File: config.mk
export PLATFORM = sky130hd
export DESIGN_NAME = fetch_sequencer
export DESIGN_NICKNAME = d
export VERILOG_FILES = /design/src/rtl/rv_fetch_defs_pkg.sv /design/src/rtl/fetch_counters.sv /design/src/rtl/fetch_sequencer.sv
export SDC_FILE = /design/constraint.sdc
export NUM_CORES = 1
export LEC_CHECK = 0
export CAP_MARGIN = 20
export CORE_MARGIN = 5
export CORE_UTILIZATION = 42
export CTS_BUF_LIST = sky130_fd_sc_hd__clkbuf_8 sky130_fd_sc_hd__clkbuf_16
export DETAILED_ROUTE_END_ITERATION = 6
export PLACE_DENSITY = 0.77
export SLEW_MARGIN = 20
export SYNTH_ARGS = -nofsm -noshare
export SYNTH_HDL_FRONTEND = slang
export SYNTH_SLANG_ARGS = --single-unit
File: constraint.sdc
create_clock -name iCLK -period 1.37 [get_ports iCLK]
set_input_delay 0.137 -clock iCLK [delete_from_list [all_inputs] [get_ports iCLK]]
set_output_delay 0.137 -clock iCLK [all_outputs]
set_load 0.01 [all_outputs]
File: src/rtl/rv_fetch_defs_pkg.sv
// Shared definitions for the instruction-fetch sequencer.
// Holds the sequencer state encoding, the instruction length in bytes and
// the RV32 opcodes of the control-transfer instructions that cause redirects.
package rv_fetch_defs;

  typedef enum logic [1:0] {
    ST_FETCH = 2'd0,  // issue ROM access at PC
    ST_WAIT  = 2'd1,  // ROM access outstanding, address held
    ST_HOLD  = 2'd2,  // instruction presented to decode
    ST_KILL  = 2'd3   // draining a stale access after a redirect
  } fetch_state_t;

  localparam int ILEN_BYTES = 4;

  localparam logic [6:0] OPC_BRANCH = 7'b1100011;
  localparam logic [6:0] OPC_JAL    = 7'b1101111;
  localparam logic [6:0] OPC_JALR   = 7'b1100111;

endpackage

File: src/rtl/fetch_counters.sv
// Free-running cycle counter and accepted-instruction counter.
// Ports:
//   clk       - clock
//   rst_n     - asynchronous active-low reset
//   fetch_inc - one instruction accepted by decode this cycle
//   cycle     - cycles since reset release (wraps)
//   fetch_cnt - instructions accepted since reset (wraps)
module fetch_counters #(
  parameter int CNT_W = 32
) (
  input  logic             clk,
  input  logic             rst_n,
  input  logic             fetch_inc,
  output logic [CNT_W-1:0] cycle,
  output logic [CNT_W-1:0] fetch_cnt
);

  logic [CNT_W-1:0] cycle_reg;
  logic [CNT_W-1:0] fetch_cnt_reg;

  always_ff @(posedge clk or negedge rst_n) begin
    if (!rst_n) begin
      cycle_reg     <= '0;
      fetch_cnt_reg <= '0;
    end else begin
      cycle_reg <= cycle_reg + 1'b1;
      if (fetch_inc) begin
        fetch_cnt_reg <= fetch_cnt_reg + 1'b1;
      end
    end
  end

  assign cycle     = cycle_reg;
  assign fetch_cnt = fetch_cnt_reg;

endmodule

File: src/rtl/fetch_sequencer.sv
// Instruction-fetch / PC sequencer between the instruction ROM and decode.
// Ports:
//   iCLK, iRST_N                   - clock, async active-low reset
//   oROM_CE/oROM_RD/oROM_ADDR      - ROM request (word address, held while CE)
//   iROM_DATA/iROM_VALID           - ROM response
//   oIR/oIR_PC/oIR_VALID/iIR_READY - instruction handshake towards decode
//   iBR_TAKEN/iBR_TARGET           - redirect request (byte address)
//   oMISALIGN                      - sticky flag for unaligned redirect targets
//   oCYCLE/oFETCH_CNT              - cycle and accepted-instruction counters
module fetch_sequencer
  import rv_fetch_defs::*;
#(
  parameter int                ADDR_W   = 8,
  parameter int                XLEN     = 32,
  parameter logic [ADDR_W-1:0] RESET_PC = '0,
  parameter int                CNT_W    = 32
) (
  input  logic              iCLK,
  input  logic              iRST_N,
  output logic              oROM_CE,
  output logic              oROM_RD,
  output logic [ADDR_W-3:0] oROM_ADDR,
  input  logic [XLEN-1:0]   iROM_DATA,
  input  logic              iROM_VALID,
  output logic [XLEN-1:0]   oIR,
  output logic [ADDR_W-1:0] oIR_PC,
  output logic              oIR_VALID,
  input  logic              iIR_READY,
  input  logic              iBR_TAKEN,
  input  logic [ADDR_W-1:0] iBR_TARGET,
  output logic              oMISALIGN,
  output logic [CNT_W-1:0]  oCYCLE,
  output logic [CNT_W-1:0]  oFETCH_CNT
);

  fetch_state_t      state_reg, state_next;
  logic [ADDR_W-1:0] pc_reg, pc_next;
  logic [ADDR_W-3:0] addr_reg;
  logic [XLEN-1:0]   ir_reg, ir_next;
  logic [ADDR_W-1:0] ir_pc_reg, ir_pc_next;
  logic              misalign_reg, misalign_next;
  logic              accept;
  logic [ADDR_W-1:0] br_pc;

  // Redirect targets are forced to word alignment; the low bits only feed
  // the sticky misalign flag.
  assign br_pc = {iBR_TARGET[ADDR_W-1:2], 2'b00};

  always_ff @(posedge iCLK or negedge iRST_N) begin
    if (!iRST_N) begin
      state_reg    <= ST_FETCH;
      pc_reg       <= RESET_PC;
      addr_reg     <= '0;
      ir_reg       <= '0;
      ir_pc_reg    <= '0;
      misalign_reg <= 1'b0;
    end else begin
      state_reg    <= state_next;
      pc_reg       <= pc_next;
      ir_reg       <= ir_next;
      ir_pc_reg    <= ir_pc_next;
      misalign_reg <= misalign_next;
      // Capture the issued address so WAIT/KILL keep presenting it even
      // after a redirect has already moved PC to the target.
      if (state_reg == ST_FETCH) begin
        addr_reg <= pc_reg[ADDR_W-1:2];
      end
    end
  end

  always_comb begin
    state_next    = state_reg;
    pc_next       = pc_reg;
    ir_next       = ir_reg;
    ir_pc_next    = ir_pc_reg;
    misalign_next = misalign_reg;
    accept        = 1'b0;

    if (iBR_TAKEN && (iBR_TARGET[1:0] != 2'b00)) begin
      misalign_next = 1'b1;
    end

    case (state_reg)
      ST_FETCH, ST_WAIT: begin
        if (iBR_TAKEN) begin
          pc_next    = br_pc;
          // A response arriving together with the redirect is simply
          // dropped; otherwise the in-flight access must drain first.
          state_next = iROM_VALID ? ST_FETCH : ST_KILL;
        end else if (iROM_VALID) begin
          ir_next    = iROM_DATA;
          ir_pc_next = pc_reg;
          state_next = ST_HOLD;
        end else begin
          state_next = ST_WAIT;
        end
      end
      ST_HOLD: begin
        accept = iIR_READY;
        if (iBR_TAKEN) begin
          pc_next    = br_pc;
          state_next = ST_FETCH;
        end else if (iIR_READY) begin
          pc_next    = pc_reg + ADDR_W'(ILEN_BYTES);
          state_next = ST_FETCH;
        end
      end
      ST_KILL: begin
        if (iBR_TAKEN) begin
          pc_next = br_pc;
        end
        if (iROM_VALID) begin
          state_next = ST_FETCH;
        end
      end
      default: state_next = ST_FETCH;
    endcase
  end

  assign oROM_CE   = (state_reg != ST_HOLD);
  assign oROM_RD   = oROM_CE;
  assign oROM_ADDR = (state_reg == ST_FETCH) ? pc_reg[ADDR_W-1:2] : addr_reg;
  assign oIR       = ir_reg;
  assign oIR_PC    = ir_pc_reg;
  assign oIR_VALID = (state_reg == ST_HOLD);
  assign oMISALIGN = misalign_reg;

  fetch_counters #(
    .CNT_W(CNT_W)
  ) u_counters (
    .clk       (iCLK),
    .rst_n     (iRST_N),
    .fetch_inc (accept),
    .cycle     (oCYCLE),
    .fetch_cnt (oFETCH_CNT)
  );

endmodule
# == Yosys cells after proc, flatten, opt, wreduce, memory -nomap -nowiden ==
# Index checks and enable logic that the tools add are counted.
# Widths: inputs -> output; s select.
# classes
n_bitwise,1
mux,13
n_eq_ne,7
n_addsub,3
n_reduce_logical,8
# op_table
cell,n
$add 32x1->32 const B,2
$mux 8,3
$pmux 8 s2,1
$mux 2,6
$add 8x3->8 const B,1
$mux 6,1
$pmux 2 s3,1
$eq 2x2->1 const B,2
$ne 2x2->1 const B,2
$reduce_and 2->1,2
$ne 3x1->1 const B,1
$reduce_and 3->1,1
$reduce_or 3->1,1
$eq 2x1->1 const B,1
$logic_not 2->1,1
$ne 2x1->1 const B,1
$reduce_bool 2->1,1
$reduce_or 2->1,1
$logic_and 1x1->1,1
$mux 1,1
$not 1->1,1
# word_totals
input_bits,45
register_bits,121
word_cells,40
out_inout_bits,114

# == Depth between registers and ports, before layout ==
# depth
depth_word,4
ltp_mapped,7
mapped_depth_nobuf,5

# == Modules after synthesis ==
# From an unflattened synthesis, not the netlist that was laid out.
# unflattened
cells_unflattened,407
area_unflattened_um2,5087.4
# modules_own_cells
mod,n_inst,seq_area_each_um2,cells_each,area_per_inst_um2
fetch_counters,1,1601.5,254,2885.3
fetch_sequencer,1,1326.3,153,2202.1

# == Least setup slack after synthesis ==
# OpenSTA, ideal clock, no wires.
# synth_path
path_kind,flip-flop to flip-flop
from,reg u_counters.cycle_reg[0] (netlist: u_counters.cycle[0])
to,reg u_counters.cycle_reg[10] (netlist: u_counters.cycle[10])
arrival_time_ps,1437
slack_ps,-194
stages_incl_launch_ff,6
t_required_ps,1243
synth_period_minus_slack_ps,1564
path_buffers,0
setup_time_ps,127
path_cell_list,dfrtp_1 ha_1 and4_1 and2_0 and3_1 xor2_1
# synth_via
elab_chain_cells,1
# synth_lines
item,line,source
start: declaration,fetch_counters.sv:18,logic [CNT_W-1:0] cycle_reg;
start signal: assignment,fetch_counters.sv:26,cycle_reg <= cycle_reg + 1'b1;
$add 32x1->32,fetch_counters.sv:26,
# No other way between the ends.
# A chain may end at the register's enable or synchronous reset.

# == Worst setup path in the final report ==
# layout_path
from,reg state_reg[0]
to,out oROM_ADDR[3]
# layout_via
elab_chain_cells,2
# layout_lines
item,line,source
start: declaration,fetch_sequencer.sv:36,"fetch_state_t state_reg, state_next;"
start signal: assignment,fetch_sequencer.sv:58,state_reg <= state_next;
$logic_not 2->1,fetch_sequencer.sv:122,assign oROM_ADDR = (state_reg == ST_FETCH) ? pc_reg[ADDR_W-1:2] : addr_reg;
$mux 6,fetch_sequencer.sv:122,
end: declaration,fetch_sequencer.sv:22,"output logic [ADDR_W-3:0] oROM_ADDR,"
# No other way between the ends.

==> summary.txt <==
Run status
  – Outcome: complete, but fails checks
  – Violated checks: setup timing

Cells and area
  – Final net count: 745
  – Antenna diodes: 0
  – Area grow syn2layout: 77.1%
  – Layout cell share with drive strength beyond 1: 44.0%
  – Final core occ: 75.6%

Yosys
  – Syn avg cell area: 12.7 sq um
  – Complex-gate fraction of the synthesized area: 0.906%
  – Top-count cell post-synth: dfrtp_1
  – Post-synth top area share: about 57%
  – Simple logic cell fraction of the synthesized area: 17.0%
  – Synth Area in XOR/XNOR: 11.3%
  – Synth unique cells: 39
  – Syn. warnings: 0
  – Largest family of logic cells by synthesized area: simple AND/OR/NAND/NOR gates
  – Yosys top cell by area: dfrtp_1
  – Synth async-reset ratio: 100%
  – Primary FF master, synth: dfrtp_1
  – Synth Cell Area: 5110 sq um
  – EDFF count, synth: 0
  – Commonest cells in the synthesized netlist: 117 x dfrtp_1, 45 x mux2_2, 43 x xnor2_1, 30 x nand2_1, 23 x xor2_1
  – Post-synthesis sequential area ratio: 57.3%
  – Seq cells post-synth: 117
  – Post-synthesis mux area share: about a tenth
  – Area contributors post-synth: dfrtp_1 57%, mux2_2 9.9%, xnor2_1 7.4%
  – Synth Area in Adders: 1.47%
  – Syn Inst Count: ~400

Route
  – Residual DRC: 0
  – Pre-antenna DRT Iters: 4
  – Wirelength per Cell: 18.4 um
  – Vias: around 4300
  – Post-Route WL: 15700 um
  – Vias per cell: 5.07
  – ANT nets after route: 0
  – Iter 0 DRT Violations: between 200 and 250

Power
  – Pleak: between 4 and 5 nW
  – Tot Pwr: 0.0135 W
  – Cell Pwr Density: 1500 nW/um^2
  – VDD IR max: 1340 uV

Timing
  – Final hold viol count: 0
  – Unrepaired setup endpoints after global routing: true
  – Fin crit share: 126%
  – # setup viols final: a little over 100
  – Final worst slack: -351 ps
  – Setup TNS: -13220 ps
  – Min cycle time layout: ~1700 ps
  – Maximum operating frequency: between 500 and 600 MHz
  – Hold Worst Slack: roughly 170 ps
  – Worst Skew: 10.9 ps
  – Final Slew Violations: 0

Hold path
  – Min-delay worst type: in2async

Setup path
  – Endpoint type of the worst setup path: primary output
  – CP max stage cell: dfrtp_1
  – Critical Path Source Type: register
  – Slowest Stage Delay on Critical Path: a little over 400 ps
  – Crit path kind: reg2out
  – Worst EP arrival: 1580 ps
  – Critical-path cell list: nor2_1, buf_4, mux2_4, buf_6
  – Worst EP required: 1230 ps
  – Peak fanout along the critical path: 6

Floorplanning
  – I/O Pins: 159
  – Die Area: 14500 sq um
  – Starting density of the core: 42.7%
  – Die Span Y: ~120 um
  – Die width: between 100 and 150 um
  – Std-Cell Rows: 40
  – Core area: roughly 12000 sq um

GRT
  – GRT Overall Usage: 21.5%
  – First-pass GRT wire length: 24500 um
  – Largest net degree at the start of global routing: 38
  – Initial antenna violation count: 0
  – Congestion Overflow GR: 0
  – Vias in the first global route: 4678

Clock network
  – Root Buffer: clkbuf_16
  – H-Tree Depth: 4
  – Clock transition at path regs: ~60 ps
  – CTS tree: built
  – Clk buf depth: 2
  – Clock latency on the worst-skew pair: a little over 400 ps
  – Total CTS buffers: 17
  – CTS sink count: ~120

Run
  – Maxcap violations: 0

Place
  – HPWL Detailed: 10200 um
  – IO buf count: 156
  – Final RePlAce weighted congestion: 0.822
## cell usage in the layout (no fill, tap or decap), types with 7 or more instances in the layout
master           synthesis  final
nand3_2                  0      7
buf_6                    1     32
buf_2                    6      8
nand2_1                 30     23
nor2_1                  13      7
buf_4                    3     92
clkdlybuf4s15_1          0     35
dlygate4sd2_1            0     55
clkbuf_2                 0      7
clkbuf_16                0     17
clkdlybuf4s50_1          0     43
xor2_1                  23     23
nor4_4                   3      8
dfrtp_1                117    104
dfrtp_2                  0     13
mux2_4                   0     40
nand3_1                 22      7
xnor2_2                  0     10
xnor2_1                 43     33
nand4_1                 22     22
and3_1                  11      7
inv_1                    7     10
nand3_4                  1      9
clkbuf_8                 0     10
## kinds of logic (layout without fill, tap and decap cells)
logic type,after synthesis,in the layout
and+or+nand+nor,138,139
buffers and inverters,18,322
adders and majority gates,6,6
AOI/OAI and AO/OA,9,9
DFF,117,117
muxes,46,46
other,1,2
xor gates and xnor gates,66,66
## what timing repair did
item / 4_1_cts / 5_1_grt
resized for setup: 248 / 95
cloned: 6 / 1
setup buffers: 17 / 12
setup endpoints to repair: 199 / 139
pin swaps: 62 / 40
hold endpoints to repair: 117 / 0
hold buffers: 1 / 0
## area by class of cell
type | count | area (sq um)
well taps | 147 | 184
repair buffers | 283 | 2610
clock buffers | 27 | 563
clock inverters | 5 | 20.0
flip-flops and latches | 117 | 2940
multi-input cells | 268 | 2700
fillers | 763 | 2920
inverters | 7 | 26.3
## critical path: cells and delay by family, from the launching register on
family                 cells  cell delay (ps)
muxes                      1              330
and+or+nand+nor            1              110
buffers and inverters      2              320
DFF                        1              410
## metal layers
layer	wire length [um]	GRT usage (%)
met5	0	0
met4	383	8.99
met3	779	5.89
met2	8210	35.9
met1	6380	26.3
## per-stage QoR
stage                     cell area (sq um)  std cells  setup WS, ps
after floorplan                        5310        402          -117
after global placement                 7740        788          -348
after detailed placement               7740        788          -402
after CTS                              8710        842          -349
after global routing                   9040        854          -414
final                                  9040        854          -351
## final timing paths
check / start / depth (start not counted) / endpoint / slack [ps]
max: state_reg[0] / 4 / oROM_ADDR[3] / -350
min: iRST_N / 2 / u_counters.fetch_cnt[30] / 170
min reg2reg: u_counters.cycle[31] / 1 / u_counters.cycle[31] / 470
max reg2reg: state_reg[0] / 5 / u_counters.fetch_cnt[13] / -290
max in group asynchronous: iRST_N / 3 / u_counters.cycle[2] / 700
min in group iCLK: iBR_TARGET[2] / 3 / pc_reg[2] / 280
## power by group
part / total, W / switching, W / internal (W) / leakage, nW
sequential: 0.00474 / 0.000481 / 0.00426 / 1.48
combinational: 0.00457 / 0.00188 / 0.00268 / 2.73
clock: 0.00423 / 0.00146 / 0.00276 / 0.307
total: 0.0135 / 0.00383 / 0.00971 / 4.51
Power figures use the tool's default switching activity.
